`src/rtl/instr_enc_pkg.sv`:
```
// Shared types and constants for the RV32I instruction encoder.
package instr_enc_pkg;

  typedef enum logic [2:0] {
    FMT_I = 3'd0,
    FMT_S = 3'd1,
    FMT_B = 3'd2,
    FMT_J = 3'd3,
    FMT_U = 3'd4
  } fmt_e;

  typedef enum logic [1:0] {
    ERR_OK    = 2'd0,
    ERR_RANGE = 2'd1,
    ERR_ALIGN = 2'd2,
    ERR_FMT   = 2'd3
  } enc_err_e;

  // addi x0, x0, 0 -- emitted in place of any word that fails its checks
  localparam logic [31:0] NOP_INSTR = 32'h0000_0013;

endpackage

```
`src/rtl/imm_pack.sv`:
```
// Combinational immediate range/alignment check and bit scatter into an RV32I word.
module imm_pack
  import instr_enc_pkg::*;
(
  input  logic [2:0]  i_fmt,
  input  logic [31:0] i_imm,
  input  logic [6:0]  i_opcode,
  input  logic [4:0]  i_rd,
  input  logic [4:0]  i_rs1,
  input  logic [4:0]  i_rs2,
  input  logic [2:0]  i_funct3,
  output logic [31:0] o_instr,
  output enc_err_e    o_err
);

  logic [31:0] w_raw;
  logic        w_legal;
  logic        w_fit;
  logic        w_align;

  // Per-format range/alignment test and field scatter, then error priority and NOP substitution
  always_comb begin
    w_raw   = '0;
    w_legal = 1'b1;
    w_fit   = 1'b1;
    w_align = 1'b1;
    case (i_fmt)
      FMT_I: begin
        w_fit = (&i_imm[31:11]) | ~(|i_imm[31:11]);
        w_raw = {i_imm[11:0], i_rs1, i_funct3, i_rd, i_opcode};
      end
      FMT_S: begin
        w_fit = (&i_imm[31:11]) | ~(|i_imm[31:11]);
        w_raw = {i_imm[11:5], i_rs2, i_rs1, i_funct3, i_imm[4:0], i_opcode};
      end
      FMT_B: begin
        w_fit   = (&i_imm[31:12]) | ~(|i_imm[31:12]);
        w_align = ~i_imm[0];
        w_raw   = {i_imm[12], i_imm[10:5], i_rs2, i_rs1, i_funct3, i_imm[4:1], i_imm[11], i_opcode};
      end
      FMT_J: begin
        w_fit   = (&i_imm[31:20]) | ~(|i_imm[31:20]);
        w_align = ~i_imm[0];
        w_raw   = {i_imm[20], i_imm[10:1], i_imm[11], i_imm[19:12], i_rd, i_opcode};
      end
      FMT_U: begin
        w_align = ~(|i_imm[11:0]);
        w_raw   = {i_imm[31:12], i_rd, i_opcode};
      end
      default: w_legal = 1'b0;
    endcase

    if (!w_legal)      o_err = ERR_FMT;
    else if (!w_align) o_err = ERR_ALIGN;
    else if (!w_fit)   o_err = ERR_RANGE;
    else               o_err = ERR_OK;

    o_instr = (o_err == ERR_OK) ? w_raw : NOP_INSTR;
  end

endmodule

```
`src/rtl/instr_encoder.sv`:
```
// Two-stage pipelined RV32I instruction encoder with valid/ready streams and status counters.
module instr_encoder
  import instr_enc_pkg::*;
#(
  parameter int unsigned CNT_W = 16
) (
  input  logic             clk,
  input  logic             rst_n,
  input  logic             in_valid,
  output logic             in_ready,
  input  logic [2:0]       in_fmt,
  input  logic [6:0]       in_opcode,
  input  logic [4:0]       in_rd,
  input  logic [4:0]       in_rs1,
  input  logic [4:0]       in_rs2,
  input  logic [2:0]       in_funct3,
  input  logic [31:0]      in_imm,
  output logic             out_valid,
  input  logic             out_ready,
  output logic [31:0]      out_instr,
  output logic [1:0]       out_err,
  output logic [CNT_W-1:0] enc_count,
  output logic [CNT_W-1:0] err_count
);

  logic [31:0]      w_instr;
  enc_err_e         w_err;
  logic             w_s2_load;
  logic             w_in_hs;
  logic             w_out_hs;

  logic             r_s1_v;
  logic [31:0]      r_s1_instr;
  enc_err_e         r_s1_err;
  logic             r_s2_v;
  logic [31:0]      r_out_instr;
  enc_err_e         r_out_err;
  logic [CNT_W-1:0] r_enc_count;
  logic [CNT_W-1:0] r_err_count;

  imm_pack u_imm_pack (
    .i_fmt    (in_fmt),
    .i_imm    (in_imm),
    .i_opcode (in_opcode),
    .i_rd     (in_rd),
    .i_rs1    (in_rs1),
    .i_rs2    (in_rs2),
    .i_funct3 (in_funct3),
    .o_instr  (w_instr),
    .o_err    (w_err)
  );

  // S2 may load whenever it is empty or its word leaves this cycle; S1 may then refill too
  assign w_s2_load = ~r_s2_v | out_ready;
  assign in_ready  = ~r_s1_v | ~r_s2_v | out_ready;
  assign w_in_hs   = in_valid & in_ready;
  assign w_out_hs  = r_s2_v & out_ready;

  // Stage 1: capture the checked/packed word on an input handshake
  always_ff @(posedge clk or negedge rst_n) begin
    if (!rst_n) begin
      r_s1_v     <= 1'b0;
      r_s1_instr <= '0;
      r_s1_err   <= ERR_OK;
    end else if (w_in_hs) begin
      r_s1_v     <= 1'b1;
      r_s1_instr <= w_instr;
      r_s1_err   <= w_err;
    end else if (w_s2_load) begin
      r_s1_v     <= 1'b0;
    end
  end

  // Stage 2: output register, held stable while the consumer stalls
  always_ff @(posedge clk or negedge rst_n) begin
    if (!rst_n) begin
      r_s2_v      <= 1'b0;
      r_out_instr <= '0;
      r_out_err   <= ERR_OK;
    end else if (w_s2_load) begin
      r_s2_v <= r_s1_v;
      if (r_s1_v) begin
        r_out_instr <= r_s1_instr;
        r_out_err   <= r_s1_err;
      end
    end
  end

  // Saturating counters of emitted words, split by clean/erroring status
  always_ff @(posedge clk or negedge rst_n) begin
    if (!rst_n) begin
      r_enc_count <= '0;
      r_err_count <= '0;
    end else if (w_out_hs) begin
      if (r_out_err == ERR_OK) begin
        if (r_enc_count != '1) r_enc_count <= r_enc_count + CNT_W'(1);
      end else begin
        if (r_err_count != '1) r_err_count <= r_err_count + CNT_W'(1);
      end
    end
  end

  assign out_valid = r_s2_v;
  assign out_instr = r_out_instr;
  assign out_err   = r_out_err;
  assign enc_count = r_enc_count;
  assign err_count = r_err_count;

endmodule

```
`config.mk`:
```
export PLATFORM = sky130hd
export DESIGN_NAME = instr_encoder
export DESIGN_NICKNAME = d
export VERILOG_FILES = /design/src/rtl/instr_enc_pkg.sv /design/src/rtl/imm_pack.sv /design/src/rtl/instr_encoder.sv
export SDC_FILE = /design/constraint.sdc
export NUM_CORES = 1
export LEC_CHECK = 0
export BUFFER_PORTS_ARGS = -buffer_cell sky130_fd_sc_hd__buf_2
export CAP_MARGIN = 20
export CORE_MARGIN = 2
export CORE_UTILIZATION = 48
export DETAILED_ROUTE_END_ITERATION = 10
export PLACE_DENSITY = 0.74
export SYNTH_ARGS = -nofsm -noshare
export SYNTH_HDL_FRONTEND = slang
export SYNTH_SLANG_ARGS = --single-unit
```
`constraint.sdc`:
```
create_clock -name clk -period 1.9 [get_ports clk]
set_input_delay 0.285 -clock clk [delete_from_list [all_inputs] [get_ports clk]]
set_output_delay 0.285 -clock clk [all_outputs]
set_load 0.05 [all_outputs]
```
---- Word level (Yosys, flattened, before mapping) ----
Cells that the tools add are included.
Widths: inputs -> output; s select.
storage, ports and cells
  register bits after elaboration ......... 102
  input port bits ......................... 64
  output and inout bits ................... 68
  logic and storage cells ................. 59
cells by class
  add/subtract/negate cells ............... 2
  eq/ne operators ......................... 6
  multiplexer cells ....................... 10
  bitwise logic cells ..................... 16
  reduce and logical (&&, ||, !) cells .... 17
operators by type and width
  cell                   number
  $pmux 32 s5            1
  $add 16x1->16 const B  2
  $mux 32                1
  $ne 16x16->1 const B   2
  $reduce_or 12->1       2
  $reduce_and 21->1      1
  $reduce_or 21->1       1
  $reduce_and 20->1      1
  $reduce_or 20->1       1
  $reduce_and 12->1      1
  $not 1->1              8
  $eq 3x2->1 const B     2
  $or 1x1->1             6
  $reduce_and 3->1       2
  $reduce_or 5->1        1
  $logic_not 2->1        2
  $mux 1                 4
  $mux 2                 2
  $reduce_or 2->1        2
  $eq 3x1->1 const B     1
  $eq 3x3->1 const B     1
  $logic_not 3->1        1
  $pmux 1 s3             1
  $and 1x1->1            2
  other kinds (3)        3

---- Longest topological paths before layout ----
  word-level depth ........................ 9
  gate-level depth with buffers ........... 7
  mapped depth without buffers ............ 7

---- Modules after synthesis ----
From an unflattened synthesis, not the netlist that was laid out.
second synthesis, totals
  cells, all modules ...................... 489
  area, all modules ....................... 5387.7 µm²
modules (own cells, without submodules)
  module         times used  cells an instance  area each (µm²)  seq. area each (µm²)
  instr_encoder  1           298                4270.3           2552.4
  imm_pack       1           191                1117.3           0.0

---- Worst setup path after synthesis ----
Ideal clock, no wire load.
  path type ............................... reg2reg
  from .................................... register r_s2_v (netlist: out_valid)
  to ...................................... register r_s1_instr[17]
  library setup time ...................... 0.145 ns
  arrival ................................. 2.355 ns
  data required time ...................... 1.755 ns
  slack ................................... -0.600 ns
  stages on the path, launching flop included .. 6
  buffers on the path ..................... 2
  clock period less this slack ............ 2.500 ns
  cell sequence ........................... dfrtp_1 -> nand3b_1 -> nand2_1 -> clkbuf_1 -> clkbuf_1 -> o31ai_2
between the ends
  word-level cells in the longest chain between the ends .. 4
ends and longest elaborated chain
  what                      RTL line             source
  start: declaration        instr_encoder.sv:35  logic r_s2_v;
  start signal: assignment  instr_encoder.sv:81  r_s2_v <= r_s1_v;
  $not 1->1                 instr_encoder.sv:55  assign in_ready = ~r_s1_v | ~r_s2_v | out_ready;
  $or 1x1->1 (2 in series)  instr_encoder.sv:55
  via in_ready              instr_encoder.sv:10  output logic in_ready,
  $and 1x1->1               instr_encoder.sv:56  assign w_in_hs = in_valid & in_ready;
  end signal: assignment    instr_encoder.sv:67  r_s1_instr <= w_instr;
  end: declaration          instr_encoder.sv:33  logic [31:0] r_s1_instr;
The timed path passes the listed nets, and every way through them passes these cells.
A chain may end at the register's enable or synchronous reset.

---- Final worst setup path ----
  from .................................... register r_err_count[9] (netlist: err_count[9])
  to ...................................... register r_err_count[11] (netlist: err_count[11])
between the ends
  word-level cells in the longest chain between the ends .. 2
  elaborated cells between the ends (all ways) .. 3
  those cells by class .................... add/sub (1); eq/ne (1); reduce/logical (1)
ends and longest elaborated chain
  what                                                   RTL line             source
  start: declaration                                     instr_encoder.sv:39  logic [CNT_W-1:0] r_err_count;
  start signal: assignment                               instr_encoder.sv:98  if (r_err_count != '1) r_err_count <= r_err_count + CNT_W'(1);
  branches (longest 2 deep; another with $add 16x1->16)  -
Parallel ways; which one is timed is not known.

==> results summary <==
In the global route stage, overall resource usage came out at 21.65%. The average detailed-routed wire length per instance came out at ~16 um. The clock arrives with between 0.015 and 0.02 ns of skew. The maximum number of pins on one net before global-route repair came out at 103. The post-synthesis area per instance came out at approximately 11 sq um. The HPWL after detailed placement is around 9000 um. By area, the combinational part of the netlist is dominated by compound AO/OA/AOI/OAI gates. The type of destination of the critical path is a flop. The placement-stage cell area is about 6100 sq um. The smallest clock period supported by the final layout is computed as approximately 1.8 ns. The xor-xnor portion of the synthesized cell area is under 10%. The total number of vias is between 4,000 and 5,000. The clock slew at the register clock pins of the worst setup and hold paths is approximately 0.10 ns. After filler insertion, the fill cell instance count of the layout stands at between 800 and 900. The peak ir drop on the vdd network is 0.6189 mV. The static leakage power is 3.067 nW. The number of clock sinks seen by CTS came out at roughly 100. The tightest min-delay check is of the in2reg type. The fraction of the mapped netlist area in adder cells came out at 0.5006%. The post-synthesis instance total came out at between 400 and 500. The weighted congestion reported at the end of routability-driven placement is approximately 0.87. The fraction of synthesis flops using an asynchronous set or reset pin came out at 100.0%. In this run the tightest slew margin relative to its limit is 62.55%.

The simple-gate share of the synthesized area is between 10% and 20%. The overall routed net length came out at between 10,000 and 15,000 um. The post-synth design cell area is around 5000 sq um. The synthesized netlist devotes 15.39% of its cell area to compound gates.

CTS placed an instance of sky130_fd_sc_hd__clkbuf_8 at the clock tree root. For the worst setup path, the data arrival time is roughly 2.1 ns. Setup repair after global routing left no endpoint under its margin. STA classifies the critical path startpoint as a flop. The die boundary width is around 110 um. The proportion of netlist area held by the largest area contributor is approximately half.

For this block, the initial DRC count from the detailed router was around 180. The final count of pins violating max slew came out at 0. The total buffers and inverters traversed by the critical path is 0. The longest individual stage delay on the worst path is 0.45 ns. The family of cells with the greatest summed delay on the critical path is simple AND/OR/NAND/NOR gates. The count of buffers inserted at the top-level ports came out at roughly 130. The final setup violation count is 0. The cell taking the most area after synthesis is sky130_fd_sc_hd__dfrtp_1. The count of endpoints failing hold in the final timing report is 0. The post-synthesis sequential element count is approximately 100.

The final design area excluding fillers is 6306 sq um. The number of gates resized after cts came out at 0. The worst path uses a little over nine tenths of the clock period. The total of warnings raised by yosys came out at 0. The required time of the critical path is 2.19 ns. The detail route stage leaves a number of antenna-violating nets equal to 0.

After detailed routing, the number of vias per cell comes to approximately 5.5. Yosys attributes the largest share of cell area to sky130_fd_sc_hd__dfrtp_1 (51%), sky130_fd_sc_hd__mux2_2 (9.2%), sky130_fd_sc_hd__o31ai_2 (4.0%), sky130_fd_sc_hd__nand2_1 (3.3%), sky130_fd_sc_hd__xnor2_1 (2.8%). Of all nets on the critical path, the largest fanout is 5. The multiplexer share of the synthesized area came out at around a tenth. The total overflow left after global routing is 0. Walking the worst path, the cells encountered are and4_1, and4_4, a41oi_4, nand3b_2, nor3_1, xor2_1.

The tool flagged a number of max-cap violations equal to 0. The number of antenna diodes in the final layout is 0. The first-pass GRT wire length came out at approximately 19,000 um. Relative to the synthesized area, the layout overhead comes to 26.16%. Hold timing on the final database bottoms out at a slack of around 0.15 ns. By startpoint and endpoint, the worst setup path is classified as reg2reg. For this design the top-level I/O count stands at roughly 130. The H-tree was split into 3 levels.

In this run, synthesis inferred 0 flip-flops with an integrated enable. In the routed design, unresolved DRC markers number 0. The flow ran to the end, and the final reports show no timing, DRC or antenna violations. The slowest stage of the critical path belongs to the cell sky130_fd_sc_hd__dfrtp_2.

The ratio of cells with drive above 1 in the final layout is 44.14%. For the pin with the worst max-slew slack, the measured transition is around 0.56 ns. The distinct cell type count of the synthesized netlist came out at 44. The clock tree buffer depth came out at 2. The site row count is 37. The initial antenna violation count came out at 1. The count of nets after finishing came out at just under 700. The effective utilization at floorplan is 48.86%.

TritonCTS built the clock tree. The most common cell in the synthesized netlist is sky130_fd_sc_hd__dfrtp_1. The core box area came out at 10,230 sq um. Based on the critical path, the design can be clocked at up to around 560 MHz.

The sequential area share after synthesis is roughly 51%. The number of buffers created by CTS came out at 9. Sorting the synthesized cells by how often they occur yields sky130_fd_sc_hd__dfrtp_1 (102), sky130_fd_sc_hd__nand2_1 (44), sky130_fd_sc_hd__mux2_2 (41). The first TritonRoute pass finished after 4 iterations. Dividing total power by cell area gives a power density of just under 900 nW/um^2. The die covers ~11,000 sq um. The die outline height came out at between 100 and 150 um.

The overall power of the completed layout came out at roughly 5.6 mW. The via count of the first global-routing pass is a little over 4,000. For this run, the leading register cell type out of synthesis is sky130_fd_sc_hd__dfrtp_1.

The synthesized netlist net count is around 520. The worst-skew pair later-pin latency is 0.38 ns.
[layout by cell type, fill, tap and decap left out, types with 3 or more instances in the layout]
master	Yosys	layout
sky130_fd_sc_hd__o31ai_2	16	16
sky130_fd_sc_hd__o22a_1	8	8
sky130_fd_sc_hd__a22oi_1	14	14
sky130_fd_sc_hd__buf_2	2	130
sky130_fd_sc_hd__mux2_2	41	41
sky130_fd_sc_hd__a32oi_1	4	4
sky130_fd_sc_hd__o21ai_1	10	10
sky130_fd_sc_hd__xnor2_1	16	16
sky130_fd_sc_hd__a21oi_1	23	23
sky130_fd_sc_hd__nand4_1	12	12
sky130_fd_sc_hd__nor2b_1	17	17
sky130_fd_sc_hd__nand2_1	44	43
sky130_fd_sc_hd__mux2i_1	7	7
sky130_fd_sc_hd__xor2_1	14	14
sky130_fd_sc_hd__buf_12	0	3
sky130_fd_sc_hd__nor2_1	20	20
sky130_fd_sc_hd__dfrtp_2	0	17
sky130_fd_sc_hd__clkbuf_8	0	9
sky130_fd_sc_hd__nor3_1	5	5
sky130_fd_sc_hd__nor4_1	8	8
sky130_fd_sc_hd__o31a_1	3	3
sky130_fd_sc_hd__nand3_1	9	9
sky130_fd_sc_hd__nand2b_1	6	6
sky130_fd_sc_hd__inv_1	9	9
sky130_fd_sc_hd__dfrtp_1	102	85
sky130_fd_sc_hd__a211oi_1	3	3
sky130_fd_sc_hd__and3_1	5	5
sky130_fd_sc_hd__o21ai_0	7	7
sky130_fd_sc_hd__buf_4	0	36
[routing by layer]
metal | wire [um] | global-route usage [%] | vias up
li1 | - | - | 1953
met1 | 5246 | 28.78 | 2016
met2 | 5776 | 35.21 | 151
met3 | 821 | 4.721 | 20
met4 | 184 | 7.519 | 0
met5 | 0 | 0 | -
[report_power, final]
group          internal, mW  leakage, nW  switching (mW)  total (mW)
logic                 0.516         1.65            1.08        1.59
clock network         0.622       0.0948           0.797        1.42
registers              2.38         1.32           0.180        2.56
[flip-flops by register name, summed over array words and instances (netlist names)]
signal      cells
out_valid       1
err_count      16
enc_count      16
r_s1_v          1
out_instr      32
r_s1_instr     32
r_s1_err        2
out_err         2
[cell type report]
cell class              instances  area (sq um)  area share (%)
clock buffers                  10         127.6           2.024
clock inverters                 6         70.07           1.111
inverters                       9         33.78          0.5357
multi-input cells             317          2340           37.10
flip-flops and latches        102          2574           40.81
well taps                     136         170.2           2.698
repair buffers                170         991.0           15.71
[cell families after synthesis]
logic type / Yosys count
flops: 102
mux: 48
buf+inv: 31
compound gates: 98
simple gates: 139
fa+ha+maj: 2
xor+xnor: 30
[metrics by stage]
stage,worst slack (ns),utilization (%),cells,setup TNS (ns)
4_1_cts,0.09018,61.64,750,0
3_5_place_dp,-0.2165,59.61,733,-4.870
2_1_floorplan,0.0006625,-,450,0
5_1_grt,0.003022,61.64,750,0
6_report,0.1151,61.64,750,0
3_3_place_gp,-0.1132,59.61,733,-3.012
[what timing repair did]
action | 4_1_cts | 5_1_grt
hold buffers | 1 | 0
buffers inserted | 0 | 0
endpoints found under the hold margin | 17 | 0
[worst paths after layout]
path                               start            end  slack, ns  cells past startpoint
max                         err_count[9]  err_count[11]       0.12                      6
max reg2reg                 err_count[9]  err_count[11]       0.12                      6
min reg2reg                enc_count[10]  enc_count[10]       0.48                      1
min in group asynchronous          rst_n   err_count[5]       0.51                      3
min                         in_opcode[4]  r_s1_instr[4]       0.15                      2
max in group asynchronous          rst_n      out_valid       0.95                      3
(Power assumes the default switching activity.)
